**src/rtl/bc_uart_rx_ctrl.sv**
```systemverilog
// CPU-side UART receive controller: baud16x enable, FIFO-to-holding-register pop FSM, status and irq.
// Optional receive timeout is built when UART_RX_TIMEOUT_EN is defined.
module bc_uart_rx_ctrl #(
   parameter logic [15:0] DIV_RESET = 16'd53,
   parameter logic [9:0]  TMO_TICKS = 10'd640
) (
   input  logic       clk,
   input  logic       reset,
   input  logic       cs,
   input  logic       we,
   input  logic [1:0] addr,
   input  logic [7:0] din,
   output logic [7:0] dout,
   output logic       irq,
   output logic       baud16x_ce,
   output logic       rx_rd,
   output logic       rx_clear,
   input  logic [7:0] rx_do,
   input  logic       rx_data_present,
   input  logic       rx_full,
   input  logic       rx_frame_err,
   input  logic       rx_over_run,
   output logic [1:0] dbg_state
);

   typedef enum logic [1:0] {ST_IDLE = 2'd0, ST_FETCH = 2'd1, ST_SETTLE = 2'd2} state_e;

   state_e      state_q;
   logic [15:0] div_q, div_d, baud_cnt_q;
   logic [7:0]  hold_q, status;
   logic        hold_valid_q, ferr_q, ferr_d, frame_err_q;
   logic        ie_rx_q, ie_err_q;
   logic        rd_hold, rd_stat, wr_ctrl, wr_div_lo, wr_div_hi, do_clear, fetch, frame_rise;
   logic        tmo_flag, tmo_irq;

   assign rd_hold    = cs & ~we & (addr == 2'd0);
   assign rd_stat    = cs & ~we & (addr == 2'd1);
   assign wr_ctrl    = cs &  we & (addr == 2'd1);
   assign wr_div_lo  = cs &  we & (addr == 2'd2);
   assign wr_div_hi  = cs &  we & (addr == 2'd3);
   assign do_clear   = wr_ctrl & din[2];
   // A clear on the same edge suppresses the pop entirely, so the captured byte is discarded.
   assign fetch      = (state_q == ST_IDLE) & rx_data_present & ~hold_valid_q & ~do_clear;
   assign frame_rise = rx_frame_err & ~frame_err_q;
   assign status     = {irq, 2'b00, tmo_flag, rx_over_run, ferr_q, rx_full, hold_valid_q};
   assign dbg_state  = state_q;

   always_comb begin
      div_d = div_q;
      if (wr_div_lo) div_d[7:0]  = din;
      if (wr_div_hi) div_d[15:8] = din;
   end

   always_ff @(posedge clk) begin
      if (reset) begin
         div_q      <= DIV_RESET;
         baud_cnt_q <= DIV_RESET;
         baud16x_ce <= 1'b0;
      end else begin
         div_q <= div_d;
         if (wr_div_lo | wr_div_hi) begin
            baud_cnt_q <= div_d;
            baud16x_ce <= 1'b0;
         end else if (baud_cnt_q == 16'd0) begin
            baud_cnt_q <= div_q;
            baud16x_ce <= 1'b1;
         end else begin
            baud_cnt_q <= baud_cnt_q - 16'd1;
            baud16x_ce <= 1'b0;
         end
      end
   end

   // Byte is captured on the edge entering FETCH; rx_rd is high during FETCH so the receiver pops after.
   always_ff @(posedge clk) begin
      if (reset) begin
         state_q      <= ST_IDLE;
         rx_rd        <= 1'b0;
         hold_q       <= 8'h00;
         hold_valid_q <= 1'b0;
      end else begin
         rx_rd <= 1'b0;
         case (state_q)
            ST_IDLE: begin
               if (fetch) begin
                  state_q <= ST_FETCH;
                  rx_rd   <= 1'b1;
                  hold_q  <= rx_do;
               end
            end
            ST_FETCH:  state_q <= ST_SETTLE;
            ST_SETTLE: state_q <= ST_IDLE;
            default:   state_q <= ST_IDLE;
         endcase
         if (do_clear) state_q <= ST_IDLE;

         if (do_clear)     hold_valid_q <= 1'b0;
         else if (fetch)   hold_valid_q <= 1'b1;
         else if (rd_hold) hold_valid_q <= 1'b0;
      end
   end

   always_comb begin
      ferr_d = ferr_q;
      if (do_clear)        ferr_d = 1'b0;
      else if (frame_rise) ferr_d = 1'b1;
      else if (rd_stat)    ferr_d = 1'b0;
   end

   always_ff @(posedge clk) begin
      if (reset) begin
         dout        <= 8'h00;
         irq         <= 1'b0;
         rx_clear    <= 1'b0;
         ie_rx_q     <= 1'b0;
         ie_err_q    <= 1'b0;
         ferr_q      <= 1'b0;
         frame_err_q <= 1'b0;
      end else begin
         frame_err_q <= rx_frame_err;
         ferr_q      <= ferr_d;
         rx_clear    <= do_clear;
         if (wr_ctrl) begin
            ie_rx_q  <= din[0];
            ie_err_q <= din[1];
         end
         if (cs & ~we) begin
            case (addr)
               2'd0:    dout <= hold_q;
               2'd1:    dout <= status;
               2'd2:    dout <= div_q[7:0];
               default: dout <= div_q[15:8];
            endcase
         end
         irq <= (ie_rx_q & hold_valid_q) | (ie_err_q & (ferr_q | rx_over_run)) | tmo_irq;
      end
   end

`ifdef UART_RX_TIMEOUT_EN
   logic [9:0] tmo_cnt_q;
   logic       tmo_q, ie_tmo_q, tmo_tick;

   assign tmo_tick = baud16x_ce & hold_valid_q & (tmo_cnt_q != TMO_TICKS);
   assign tmo_flag = tmo_q;
   assign tmo_irq  = ie_tmo_q & tmo_q;

   always_ff @(posedge clk) begin
      if (reset) begin
         tmo_cnt_q <= 10'd0;
         tmo_q     <= 1'b0;
         ie_tmo_q  <= 1'b0;
      end else begin
         if (wr_ctrl) ie_tmo_q <= din[3];
         if (do_clear | fetch | rd_hold) tmo_cnt_q <= 10'd0;
         else if (tmo_tick)              tmo_cnt_q <= tmo_cnt_q + 10'd1;
         // The set only fires on the counting tick, so a saturated counter does not re-raise the flag.
         if (do_clear)                                           tmo_q <= 1'b0;
         else if (tmo_tick && (tmo_cnt_q + 10'd1 == TMO_TICKS))  tmo_q <= 1'b1;
         else if (rd_stat)                                       tmo_q <= 1'b0;
      end
   end
`else
   assign tmo_flag = 1'b0;
   assign tmo_irq  = 1'b0;
`endif

endmodule
```
**config.mk**
```make
export PLATFORM = sky130hd
export DESIGN_NAME = bc_uart_rx_ctrl
export DESIGN_NICKNAME = d
export VERILOG_FILES = /design/src/rtl/bc_uart_rx_ctrl.sv
export SDC_FILE = /design/constraint.sdc
export NUM_CORES = 1
export LEC_CHECK = 0
export BUFFER_PORTS_ARGS = -buffer_cell sky130_fd_sc_hd__clkbuf_2
export CORE_ASPECT_RATIO = 1.1
export CORE_MARGIN = 10
export CORE_UTILIZATION = 45
export CTS_CLUSTER_DIAMETER = 40
export DETAILED_ROUTE_END_ITERATION = 10
export GPL_TIMING_DRIVEN = 0
export PLACE_DENSITY_LB_ADDON = 0.05
export SLEW_MARGIN = 25
export SYNTH_ARGS = -nofsm -noshare
export SYNTH_HDL_FRONTEND = slang
export SYNTH_SLANG_ARGS = --single-unit
export TNS_END_PERCENT = 1
```
**constraint.sdc**
```tcl
create_clock -name clk -period 2.6 [get_ports clk]
set_clock_uncertainty 0.1 [all_clocks]
set_input_delay 0 -clock clk [delete_from_list [all_inputs] [get_ports clk]]
set_output_delay 0 -clock clk [all_outputs]
set_load 0.02 [all_outputs]
```
[After elaboration in Yosys (flattened, before gate mapping)]
Cells that the tools add are included.
Storage, ports and cells
  output and inout port bits: 14
  bits in registers: 59
Cells by class
  muxes and demuxes: 13
  equal/unequal tests: 5
  add/sub/neg operators: 1
  reduce and logical (&&, ||, !) cells: 9
  bitwise logic cells: 22
Operator list (number)
  16-bit 2-to-1 mux: 2
  8-bit case mux with 3 select lines: 1
  16-bit logical NOT: 1
  8-bit 2-to-1 mux: 2
  16-bit by 1-bit subtractor with 16-bit output (second input constant): 1
  1-bit AND: 14
  1-bit 2-to-1 mux: 6
  2-bit OR reduction: 3
  1-bit inverter: 5
  2-bit by 1-bit equality test with 1-bit output (second input constant): 2
  2-bit equality test (second input constant): 2
  2-bit logical NOT: 2
  2-bit case mux with 2 select lines: 1
  2-bit nonzero test: 2
  1-bit OR: 3
  2-bit 2-to-1 mux: 1
  2-bit inequality test (second input constant): 1
  2-bit AND reduction: 1

[Depth between registers and ports, before layout]
  depth in word-level cells: 7
  mapped depth: 8
  mapped depth without buffers: 6

[Worst setup path after synthesis]
No wires, ideal clock.
  path type: reg2reg
  start: reg baud_cnt_q[3]
  end: reg baud_cnt_q[10]
  data required time: 2365 ps
  setup slack: 297 ps
  stages on the path, launching flop included: 9
  arrival: 2068 ps
  buffers on the path: 4
  library setup time: 135 ps
  path through: dfxtp_1 -> buf_6 -> or4_4 -> buf_6 -> or4_4 -> buf_6 -> buf_8 -> o31ai_2 -> a31oi_1
On the way
  cells in the longest elaborated chain, start to end: 3
  elaborated cells between the ends (all ways): 4
  those cells by class: add/sub (1); mux (2); reduce/logical (1)
Ends and longest elaborated chain
  start, declared: RTL line 29  | logic [15:0] div_q, div_d, baud_cnt_q;
  start signal, assigned: RTL line 62  | baud_cnt_q <= div_d;
  start signal, assigned: RTL line 65  | baud_cnt_q <= div_q;
  start signal, assigned: RTL line 68  | baud_cnt_q <= baud_cnt_q - 16'd1;
  16-bit by 1-bit subtractor with 16-bit output / 16-bit logical NOT (equally long branches): RTL line 68, 64
  16-bit 2-to-1 mux *: RTL line 64  | end else if (baud_cnt_q == 16'd0) begin
  16-bit 2-to-1 mux *: RTL line 61  | if (wr_div_lo | wr_div_hi) begin
Mark *: on every way between the ends. The rest lies on a longest branch, timed or not.
A chain may end at the register's enable or synchronous reset.

[Final worst setup path]
  start: reg baud_cnt_q[0]
  end: reg baud_cnt_q[10]
Same word-level chain as after synthesis.

==> flow_metrics.env <==
export IMPL_cts_buffers=9
export IMPL_placedCellCount=452
export IMPL_synth_top_family_by_area="simple AND/OR/NAND/NOR gates"
export IMPL_syn_area_um2=2940
export IMPL_fmax_mhz=403
export IMPL_slew_viol_final=0
export IMPL_die_h_um=105
export IMPL_vias=2718
export IMPL_syn_inst=335
export IMPL_status="complete, no violations"
export IMPL_grt_overflow=0
export IMPL_antenna_found_initial=0
export IMPL_grt_pass1_vias=2779
export IMPL_cts_tree="yes"
export IMPL_yosysSeqAreaShare=0.402
export IMPL_r2r_setup_slack_ps=120
export IMPL_cts_root_buf="clkbuf_8"
export IMPL_power_density_nw_per_um2=558
export IMPL_cts_buffer_depth=2
export IMPL_viasPerCell=5.59
export IMPL_top_layer="met4"
export IMPL_regArea_um2=1180
export IMPL_die_width_um=97.1
export IMPL_synth_compound_area_frac=0.169
export IMPL_hold_class="in -> reg"
export IMPL_final_cell_mix="dfxtp_1, nand2_1, clkbuf_2"
export IMPL_htreeDepth=3
export IMPL_r2r_cells=8
export IMPL_routed_wirelength_mm=8.40
export IMPL_yosys_area_share_xor_xnor=0.0209
export IMPL_arrival_ps=2570
export IMPL_coreArea_um2=6270
export IMPL_dpl_hpwl_mm=6.27
export IMPL_io_buffers=37
export IMPL_synth_edff_count=0
export IMPL_clock_latency_ps=330
export IMPL_startpoint_type="flop"
export IMPL_grt_use_total=0.165
export IMPL_drv_cap=0
export IMPL_crit_type="reg -> reg"
export IMPL_layout_nets=430
export IMPL_leakagePower_uw=0.00135
export IMPL_grt_pass1_wl_mm=14.2
export IMPL_min_path_cells=4
export IMPL_post_place_ws_ps=45.6
export IMPL_multi_input_area_um2=1620
export IMPL_ys_ff_latch=59
export IMPL_final_util=0.572
export IMPL_wl_per_cell_um=17.3
export IMPL_fin_cells=486
export IMPL_period_share=0.955
export IMPL_wl_met2_mm=4.14
export IMPL_hold_viol_final=0
export IMPL_fin_ws_ps=117
export IMPL_ys_types=50
export IMPL_grt_max_degree=11
export IMPL_synthAdderAreaFrac=0.00851
export IMPL_antennaDiodeCount=0
export IMPL_drive_above_1_share=0.175
export IMPL_postRouteAntennaNets=0
export IMPL_min_to="ie_err_q"
export IMPL_maxSlewHeadroom=0.429
export IMPL_rows=30
export IMPL_synthFlopType="dfxtp_1"
export IMPL_rsz0062_at_grt="false"
export IMPL_pin_count=40
export IMPL_dpl_cell_area_um2=3230
export IMPL_yosys_area_share_simple=0.219
export IMPL_drc=0
export IMPL_syn_num_nets=363
export IMPL_period_needed_ps=2480
export IMPL_wl_met1_mm=3.77
export IMPL_async_flop_share=0
export IMPL_stdcell_area_um2=3580
export IMPL_worstMarginPinSlew_ps=848
export IMPL_firstDrtPassIters=4
export IMPL_fin_tns_setup_ps=0
export IMPL_hold_start="cs"
export IMPL_synth_area_per_cell_um2=8.78
export IMPL_ir_drop_uv=390
export IMPL_path_max_fanout=10
export IMPL_die_area_um2=10200
export IMPL_met3_length_um=349
export IMPL_start_util=0.469
export IMPL_fill_cells=601
export IMPL_drtIter0Drc=149
export IMPL_worstReg2RegStart="baud_cnt_q[0]"
export IMPL_ys_warn_count=0
export IMPL_end_kind="flop"
export IMPL_finalSetupViolations=0
export IMPL_final_common_cell="dfxtp_1"
export IMPL_regToRegEndpoint="baud_cnt_q[10]"
export IMPL_synth_mux_area_frac=0.132
export IMPL_post_cts_buffers=0
export IMPL_place_congestion=0.817
export IMPL_syn_to_final_growth_pct=21.9
export IMPL_cp_data_required_time_ps=2690
export IMPL_clk_pin_slew_ps=60
export IMPL_cts_sink_count=59
## per-layer routing
| layer | vias up | GRT usage |
|---|---|---|
| li1 | 1363 | - |
| met1 | 1277 | 0.200 |
| met2 | 68 | 0.272 |
| met3 | 10 | 0.0389 |
| met4 | 0 | 0.0696 |
| met5 | - | 0 |
## cell families (layout without fill, tap and decap cells)
| kind of cell | count (synthesis) | after routing |
|---|---|---|
| multiplexers | 32 | 32 |
| AO/OA/AOI/OAI | 76 | 76 |
| adder cells (fa/ha/maj) | 2 | 2 |
| XOR/XNOR | 7 | 7 |
| AND/OR/NAND/NOR | 129 | 129 |
| buffers and inverters | 30 | 101 |
| flip-flops | 59 | 59 |
## Yosys cell counts (all sizes together) (6+ instances only)
cell type / number / area share
nor4: 7 / 0.017
o32ai: 6 / 0.018
nand3: 7 / 0.012
a21oi: 27 / 0.047
nor2: 26 / 0.033
dfxtp: 59 / 0.40
o21ai: 18 / 0.031
mux2i: 23 / 0.078
clkbuf: 20 / 0.026
buf: 6 / 0.019
nor3: 11 / 0.019
nand2b: 6 / 0.013
nand2: 48 / 0.061
## per-stage QoR
step / hold slack, ps / power, uW
after floorplan: 24.0 / 1190
after global placement: 134 / 1280
after detailed placement: 138 / 1280
after CTS: 7.77 / 2010
after global routing: 38.2 / 2100
final: 20.0 / 2000
## worst max path at each step
stage,from,to,cells past startpoint
2_1_floorplan,baud_cnt_q[3],baud_cnt_q[10],8
5_1_grt,baud_cnt_q[0],baud_cnt_q[10],8
6_report,baud_cnt_q[0],baud_cnt_q[10],8
3_3_place_gp,baud_cnt_q[3],baud_cnt_q[12],6
3_5_place_dp,baud_cnt_q[3],baud_cnt_q[4],6
4_1_cts,baud_cnt_q[3],baud_cnt_q[4],6
## worst max-delay path, cell delays in order, from the launching register on
cell     delay [ps]
dfxtp_1         330
inv_1           120
ha_1            180
or3b_2          520
or4_4           510
buf_6           160
buf_8           140
o31ai_2         220
a31oi_1          60
## report_power, final
group	switching (uW)	internal (uW)	total (uW)
combinational	174	136	310
clock	348	362	710
sequential	32.4	947	979
## repair_timing
| action | CTS | global route |
|---|---|---|
| hold buffers | 19 | 0 |
| resized for setup | 0 | 1 |
| hold endpoints to repair | 43 | 0 |
| setup endpoints to repair | 0 | 8 |
## registers in the layout, summed over array words and instances (netlist names)
| signal | cells |
|---|---|
| baud16x_ce | 1 |
| baud_cnt_q | 16 |
| dbg_state | 2 |
| div_q | 16 |
| dout | 8 |
| ferr_q | 1 |
| frame_err_q | 1 |
| hold_q | 8 |
| hold_valid_q | 1 |
| ie_err_q | 1 |
| ie_rx_q | 1 |
| irq | 1 |
| rx_clear | 1 |
| rx_rd | 1 |
## final cells by class
type                    count  share of cell area
well taps                  80              0.0279
plain buffers              26              0.0366
inverters                   4             0.00419
clock inverters             3             0.00419
repair buffers             56               0.105
flip-flops and latches     59               0.329
multi-input cells         246               0.452
clock buffers              12              0.0405
(Power assumes the default switching activity.)
